--- config.mk ---
export PLATFORM = sky130hd
export DESIGN_NAME = sample_seq_ctrl
export DESIGN_NICKNAME = d
export VERILOG_FILES = /design/src/rtl/seq_pkg.sv /design/src/rtl/step_edge_det.sv /design/src/rtl/sample_seq_ctrl.sv
export SDC_FILE = /design/constraint.sdc
export NUM_CORES = 1
export LEC_CHECK = 0
export CAP_MARGIN = 10
export CORE_MARGIN = 2
export CORE_UTILIZATION = 30
export CTS_BUF_LIST = sky130_fd_sc_hd__clkbuf_2
export DETAILED_ROUTE_END_ITERATION = 8
export SLEW_MARGIN = 20
export SYNTH_ARGS = -nofsm -noshare
export SYNTH_HDL_FRONTEND = slang
export SYNTH_SLANG_ARGS = --single-unit
--- constraint.sdc ---
create_clock -name CLOCK_50 -period 3.7 [get_ports CLOCK_50]
set_input_delay 0.555 -clock CLOCK_50 [delete_from_list [all_inputs] [get_ports CLOCK_50]]
set_output_delay 0.555 -clock CLOCK_50 [all_outputs]
set_load 0.1 [all_outputs]
--- src/rtl/seq_pkg.sv ---
// seq_pkg: shared constants and state encoding for the sample sequencer.
//   SEQ_W   width of the sequencer state / state_dbg LED field
//   DATA_W  default sample width (signed Q2.6 when 8 bits)
//   Q_FRAC  fractional bits of the Q-format samples
package seq_pkg;

    localparam int unsigned SEQ_W  = 3;
    localparam int unsigned DATA_W = 8;
    localparam int unsigned Q_FRAC = 6;

    typedef enum logic [SEQ_W-1:0] {
        S_IDLE  = 3'd0,
        S_ADV   = 3'd1,
        S_LATCH = 3'd2,
        S_DIV   = 3'd3,
        S_ACC   = 3'd4,
        S_DONE  = 3'd5
    } state_t;

endpackage

--- src/rtl/step_edge_det.sv ---
// step_edge_det: one-register rising-edge detector for key/step levels.
//   clk     in   system clock
//   rst     in   synchronous reset, active-high; preloads the current level
//   din     in   level input
//   rise_c  out  combinational pulse, high while din=1 and last sample was 0
module step_edge_det (
    input  logic clk,
    input  logic rst,
    input  logic din,
    output logic rise_c
);

    logic prev;

    // Loading din during reset stops a level held through reset from firing.
    always_ff @(posedge clk) begin
        prev <= din;
    end

    assign rise_c = din & ~prev & ~rst;

endmodule

--- src/rtl/sample_seq_ctrl.sv ---
// sample_seq_ctrl: sequencer for the random -> divide-by-3 -> 3-sample-sum path.
// Each step advances the LFSR, hands the new sample to the divider, shifts the
// quotient into an x/y/z window and publishes the sign-extended 3-sample sum.
// Optional macro SEQ_AUTO_RUN_EN adds the auto_run port and a periodic step.
// Ports:
//   CLOCK_50     in   clock, rising edge
//   rst          in   synchronous reset, active-high
//   step_req     in   step level, rising edge starts a sequence
//   rand_in      in   W  current LFSR sample (signed)
//   lfsr_adv     out  one-cycle LFSR advance pulse
//   div_start    out  one-cycle divider start pulse
//   div_operand  out  W  dividend, stable while the divide runs
//   div_done     in   divider result strobe
//   div_quot     in   W  quotient, valid with div_done
//   x_out/y_out/z_out out W  newest / previous / oldest quotient
//   sum_out      out  W+2 signed x+y+z
//   sum_valid    out  one-cycle pulse when sum_out updates
//   busy         out  high outside IDLE
//   err_timeout  out  sticky divider timeout flag
//   state_dbg    out  SEQ_W state encoding
//   auto_run     in   free-run enable (SEQ_AUTO_RUN_EN only)
module sample_seq_ctrl
    import seq_pkg::*;
#(
    parameter int unsigned W           = DATA_W,
    parameter int unsigned DIV_TIMEOUT = 16
`ifdef SEQ_AUTO_RUN_EN
    ,
    parameter int unsigned AUTO_PERIOD = 50000000
`endif
) (
    input  logic             CLOCK_50,
    input  logic             rst,
    input  logic             step_req,
    input  logic [W-1:0]     rand_in,
    output logic             lfsr_adv,
    output logic             div_start,
    output logic [W-1:0]     div_operand,
    input  logic             div_done,
    input  logic [W-1:0]     div_quot,
    output logic [W-1:0]     x_out,
    output logic [W-1:0]     y_out,
    output logic [W-1:0]     z_out,
    output logic [W+1:0]     sum_out,
    output logic             sum_valid,
    output logic             busy,
    output logic             err_timeout,
    output logic [SEQ_W-1:0] state_dbg
`ifdef SEQ_AUTO_RUN_EN
    ,
    input  logic             auto_run
`endif
);

    localparam int unsigned CW = $clog2(DIV_TIMEOUT) + 1;

    state_t        state;
    logic [CW-1:0] wait_cnt;
    logic [W-1:0]  quot;
    logic          step_rise_c;
    logic          step_c;

    step_edge_det u_step_edge (
        .clk    (CLOCK_50),
        .rst    (rst),
        .din    (step_req),
        .rise_c (step_rise_c)
    );

`ifdef SEQ_AUTO_RUN_EN
    localparam int unsigned AW = $clog2(AUTO_PERIOD) + 1;

    logic [AW-1:0] auto_cnt;
    logic          auto_step_c;

    assign auto_step_c = auto_run && (auto_cnt == AW'(AUTO_PERIOD - 1));

    // Free-running period counter; held at zero while auto_run is low.
    always_ff @(posedge CLOCK_50) begin
        if (rst || !auto_run) begin
            auto_cnt <= '0;
        end else if (auto_step_c) begin
            auto_cnt <= '0;
        end else begin
            auto_cnt <= auto_cnt + AW'(1);
        end
    end

    assign step_c = step_rise_c | auto_step_c;
`else
    assign step_c = step_rise_c;
`endif

    assign state_dbg = state;

    // Sequencer FSM with registered strobes; triggers outside IDLE are dropped.
    always_ff @(posedge CLOCK_50) begin
        if (rst) begin
            state       <= S_IDLE;
            wait_cnt    <= '0;
            quot        <= '0;
            lfsr_adv    <= 1'b0;
            div_start   <= 1'b0;
            div_operand <= '0;
            x_out       <= '0;
            y_out       <= '0;
            z_out       <= '0;
            sum_out     <= '0;
            sum_valid   <= 1'b0;
            busy        <= 1'b0;
            err_timeout <= 1'b0;
        end else begin
            lfsr_adv  <= 1'b0;
            div_start <= 1'b0;
            sum_valid <= 1'b0;
            case (state)
                S_IDLE: begin
                    if (step_c) begin
                        state    <= S_ADV;
                        lfsr_adv <= 1'b1;
                        busy     <= 1'b1;
                    end
                end
                S_ADV: begin
                    state <= S_LATCH;
                end
                // rand_in already reflects the advance issued in ADV.
                S_LATCH: begin
                    div_operand <= rand_in;
                    div_start   <= 1'b1;
                    wait_cnt    <= '0;
                    state       <= S_DIV;
                end
                S_DIV: begin
                    if (div_done) begin
                        quot  <= div_quot;
                        state <= S_ACC;
                    end else if (wait_cnt == CW'(DIV_TIMEOUT - 1)) begin
                        err_timeout <= 1'b1;
                        busy        <= 1'b0;
                        state       <= S_IDLE;
                    end else begin
                        wait_cnt <= wait_cnt + CW'(1);
                    end
                end
                S_ACC: begin
                    z_out <= y_out;
                    y_out <= x_out;
                    x_out <= quot;
                    state <= S_DONE;
                end
                // Two guard bits keep the 3-term signed sum from wrapping.
                S_DONE: begin
                    sum_out   <= {{2{x_out[W-1]}}, x_out}
                               + {{2{y_out[W-1]}}, y_out}
                               + {{2{z_out[W-1]}}, z_out};
                    sum_valid <= 1'b1;
                    busy      <= 1'b0;
                    state     <= S_IDLE;
                end
                default: begin
                    busy  <= 1'b0;
                    state <= S_IDLE;
                end
            endcase
        end
    end

endmodule

==> run summary <==
### Outcome
• finished clean — run status

### STA
• 0.317 — relative slew slack
• 345 MHz — maximum operating frequency
• 0.465 ns — Hold Slack
• 0.0266 ns — final worst clock skew
• 0 — number of failing hold endpoints at the final stage
• 0 ns — Total Negative Setup Slacks
• 0 — Final setup violation count
• no — RSZ-0062 raised after global routing
• 0 — Final Slew Violations
• 1.02 ns — Worst Max-Slew Pin Slew
• 0.784 — Tcrit/Tclk final
• 2.90 ns — Tmin final

### Detailed routing
• 4.71 — post-detailed-route via-to-cell ratio
• 0 — Post-DRT Antenna Nets
• 94 — violation count after the first detailed-route iteration
• 4 — iteration count of the initial detailed-routing pass
• 2446 — Via Count
• 6710 um — detailed-route wire length
• 0 — final routed DRC violation total
• 12.9 um — routed wire length per instance

### Setup path
• 7 — logic depth of the worst register-to-register path
• 2.35 ns — Crit path arrival time
• 3.14 ns — required time worst endpoint
• clkdlybuf4s50_1 — cell with the biggest individual delay on the critical path
• buffers and inverters — Crit path max-delay family
• output pin — Setup crit end kind
• 1.22 ns — slowest stage delay, CP
• clkdlybuf4s50_1 — cell chain of the critical path
• 1 — Crit path depth
• 1 — number of buffers and inverters on the critical path
• 0.98 ns — Reg2Reg Setup Slack
• state_dbg[2] — Crit. Startpoint
• flip-flop — startpoint type of the worst setup path
• 13 — critical path fanouts, max
• sum_out[7] — Critical R2R Capture
• reg -> out — path type of the worst setup path
• y_out[1] — r2r startpoint
• state_dbg[2] — Critical Path Sink

### Clock network
• 3 — number of H-tree levels
• 0 — hold-fix buffer count after cts
• 0.49 ns — clock latency of the later-clocked register in the worst-skew pair
• 0 — number of cells upsized or downsized after cts
• built — TritonCTS clock tree
• 0 — Post-CTS Setup Inserts
• clkbuf_2 — Root Buffer Master
• 0.19 ns — CTS clock-pin slew for the worst setup and hold paths
• 2 — number of buffers between clock root and the deepest sink
• 9 — number of clock buffers inserted by TritonCTS
• 64 — count of clock tree sinks

### Final layout
• 442 — number of nets in the layout
• 0 — diode count
• nand2_1 — most common library cell in the layout ignoring fill and taps
• nand2_1, clkdlybuf4s50_1, dfxtp_1, a21oi_1, nor2_1 — commonest non-fill, non-tap cells in the layout
• 30.9% — area growth from synthesis to final layout
• 951 — fillers
• 0.0515 — share of layout cells above drive strength 1

### Synth
• 0.451 — share of synthesized area occupied by flip-flops and latches
• 38 — library cells used by synthesis
• 64 — post-synthesis register bit count
• 2840 um2 — netlist area before placement
• 0 — number of synthesis warnings
• 8.37 um2 — per-instance average area after synthesis
• 339 — Mapped Cells
• 378 — Syn Nets

### Global routing
• 0.135 — total global-route track usage
• 10900 um — wire length of the first global-routing pass
• 0 — initial antenna violation count
• 41 — largest net degree at the start of global routing
• 0 — overflow left after global routing
• 2225 — via count of the first global-routing pass

### Worst hold path
• reg -> reg — HP Class

### Place
• 4820 um — HPWL reported at the end of detailed placement
• 0.731 — final RePlAce weighted congestion
• 69 — number of buffer cells added on primary ports

### Power and ir drop
• 1.35 nW — standby leakage power
• 0.000107 V — Max rail drop VDD
• 367 nW/um2 — power density over cell area

### Die
• 9200 um2 — area of the core
• 0.309 — initial standard-cell utilization of the core
• 101 um — Horiz. Die Dim
• 35 — Std-Cell Rows
• 10300 um2 — die area
• 70 — number of top-level pins
• 101 um — chip height

### Flow run
• 0 — # Max-Cap Violations

through the flow:
step,total power [W],instance area [um2],instances,setup slack (ns),util
after global routing,0.00143,3720,519,0.677,0.404
after detailed placement,0.000951,3600,503,1.05,0.391
after global placement,0.000949,3600,503,1.12,0.391
final,0.00136,3720,519,0.799,0.404
after floorplan,0.000892,2840,339,0.473,-
after CTS,0.00139,3720,519,0.741,0.404
power by group:
group	total [W]	leakage (nW)	switching [W]	internal, W
Clock	0.000428	0.0659	0.000272	0.000156
Sequential	0.000723	0.517	0.0000167	0.000706
Combinational	0.000213	0.763	0.000154	0.0000595
how the worst min path moves through the flow:
stage                       endpoint       start  cells after the start  slack [ns]
final                     sum_out[5]  sum_out[5]                      2        0.46
after global routing       div_start         rst                      2        0.46
after CTS                  div_start         rst                      2        0.42
after detailed placement    x_out[7]     quot[7]                      2        0.44
after global placement      x_out[4]     quot[4]                      2        0.44
after floorplan             x_out[1]     quot[1]                      2        0.43
metal layers:
layer | routed length [um] | part of all wire | global-route usage
met5 | 0 | 0 | 0
met4 | 119 | 0.018 | 0.0561
met3 | 243 | 0.036 | 0.0331
met2 | 2960 | 0.44 | 0.201
met1 | 3390 | 0.50 | 0.188
kinds of logic (layout without fill, tap and decap cells):
group,after synthesis,after routing,share of synthesized area
simple gates,143,143,0.221
compound gates,81,81,0.166
flops,64,64,0.451
buf+inv,28,97,0.0410
fa+ha+maj,19,19,0.108
xor+xnor,2,2,0.00617
mux,2,2,0.00705
synthesized netlist by cell type:
cell	instances	area, um2
a211o_1	3	26.3
a211oi_1	5	37.5
a21o_1	2	15.0
a21oi_1	50	250
a21oi_2	1	8.76
a221oi_1	1	8.76
a311oi_1	1	8.76
a31oi_1	4	25.0
and2_1	2	12.5
and3_1	2	12.5
and3b_1	1	8.76
buf_1	1	3.75
buf_2	3	15.0
buf_6	1	11.3
clkbuf_1	13	48.8
dfxtp_1	64	1280
fa_1	9	180
ha_1	10	125
inv_1	10	37.5
mux2i_1	2	20.0
nand2_1	95	357
nand2b_1	3	18.8
nand3_1	6	30.0
nand3b_1	3	22.5
nor2_1	18	67.6
nor3_1	6	30.0
nor3b_1	2	15.0
nor3b_4	1	18.8
nor4b_1	2	17.5
o211ai_1	4	30.0
o21a_1	1	7.51
o21ai_0	7	35.0
o21ba_2	1	10.0
o311ai_0	1	8.76
or3_1	1	6.26
or4b_1	1	10.0
xnor2_1	1	8.76
xor2_1	1	8.76
state kept, by name (all words and copies together) (netlist names), 3 cells and up:
| register | count |
|---|---|
| x_out | 8 |
| quot | 8 |
| div_operand | 8 |
| y_out | 8 |
| wait_cnt | 5 |
| state_dbg | 3 |
| sum_out | 10 |
| z_out | 8 |
final cells by class:
class	count	area, um2	share of cell area
well taps	111	139	0.0374
clock inverters	7	71.3	0.0192
inverters	10	37.5	0.0101
clock buffers	9	45.0	0.0121
multi-input cells	247	1440	0.388
flip-flops and latches	64	1280	0.345
repair buffers	71	701	0.189
(Power assumes the default switching activity.)
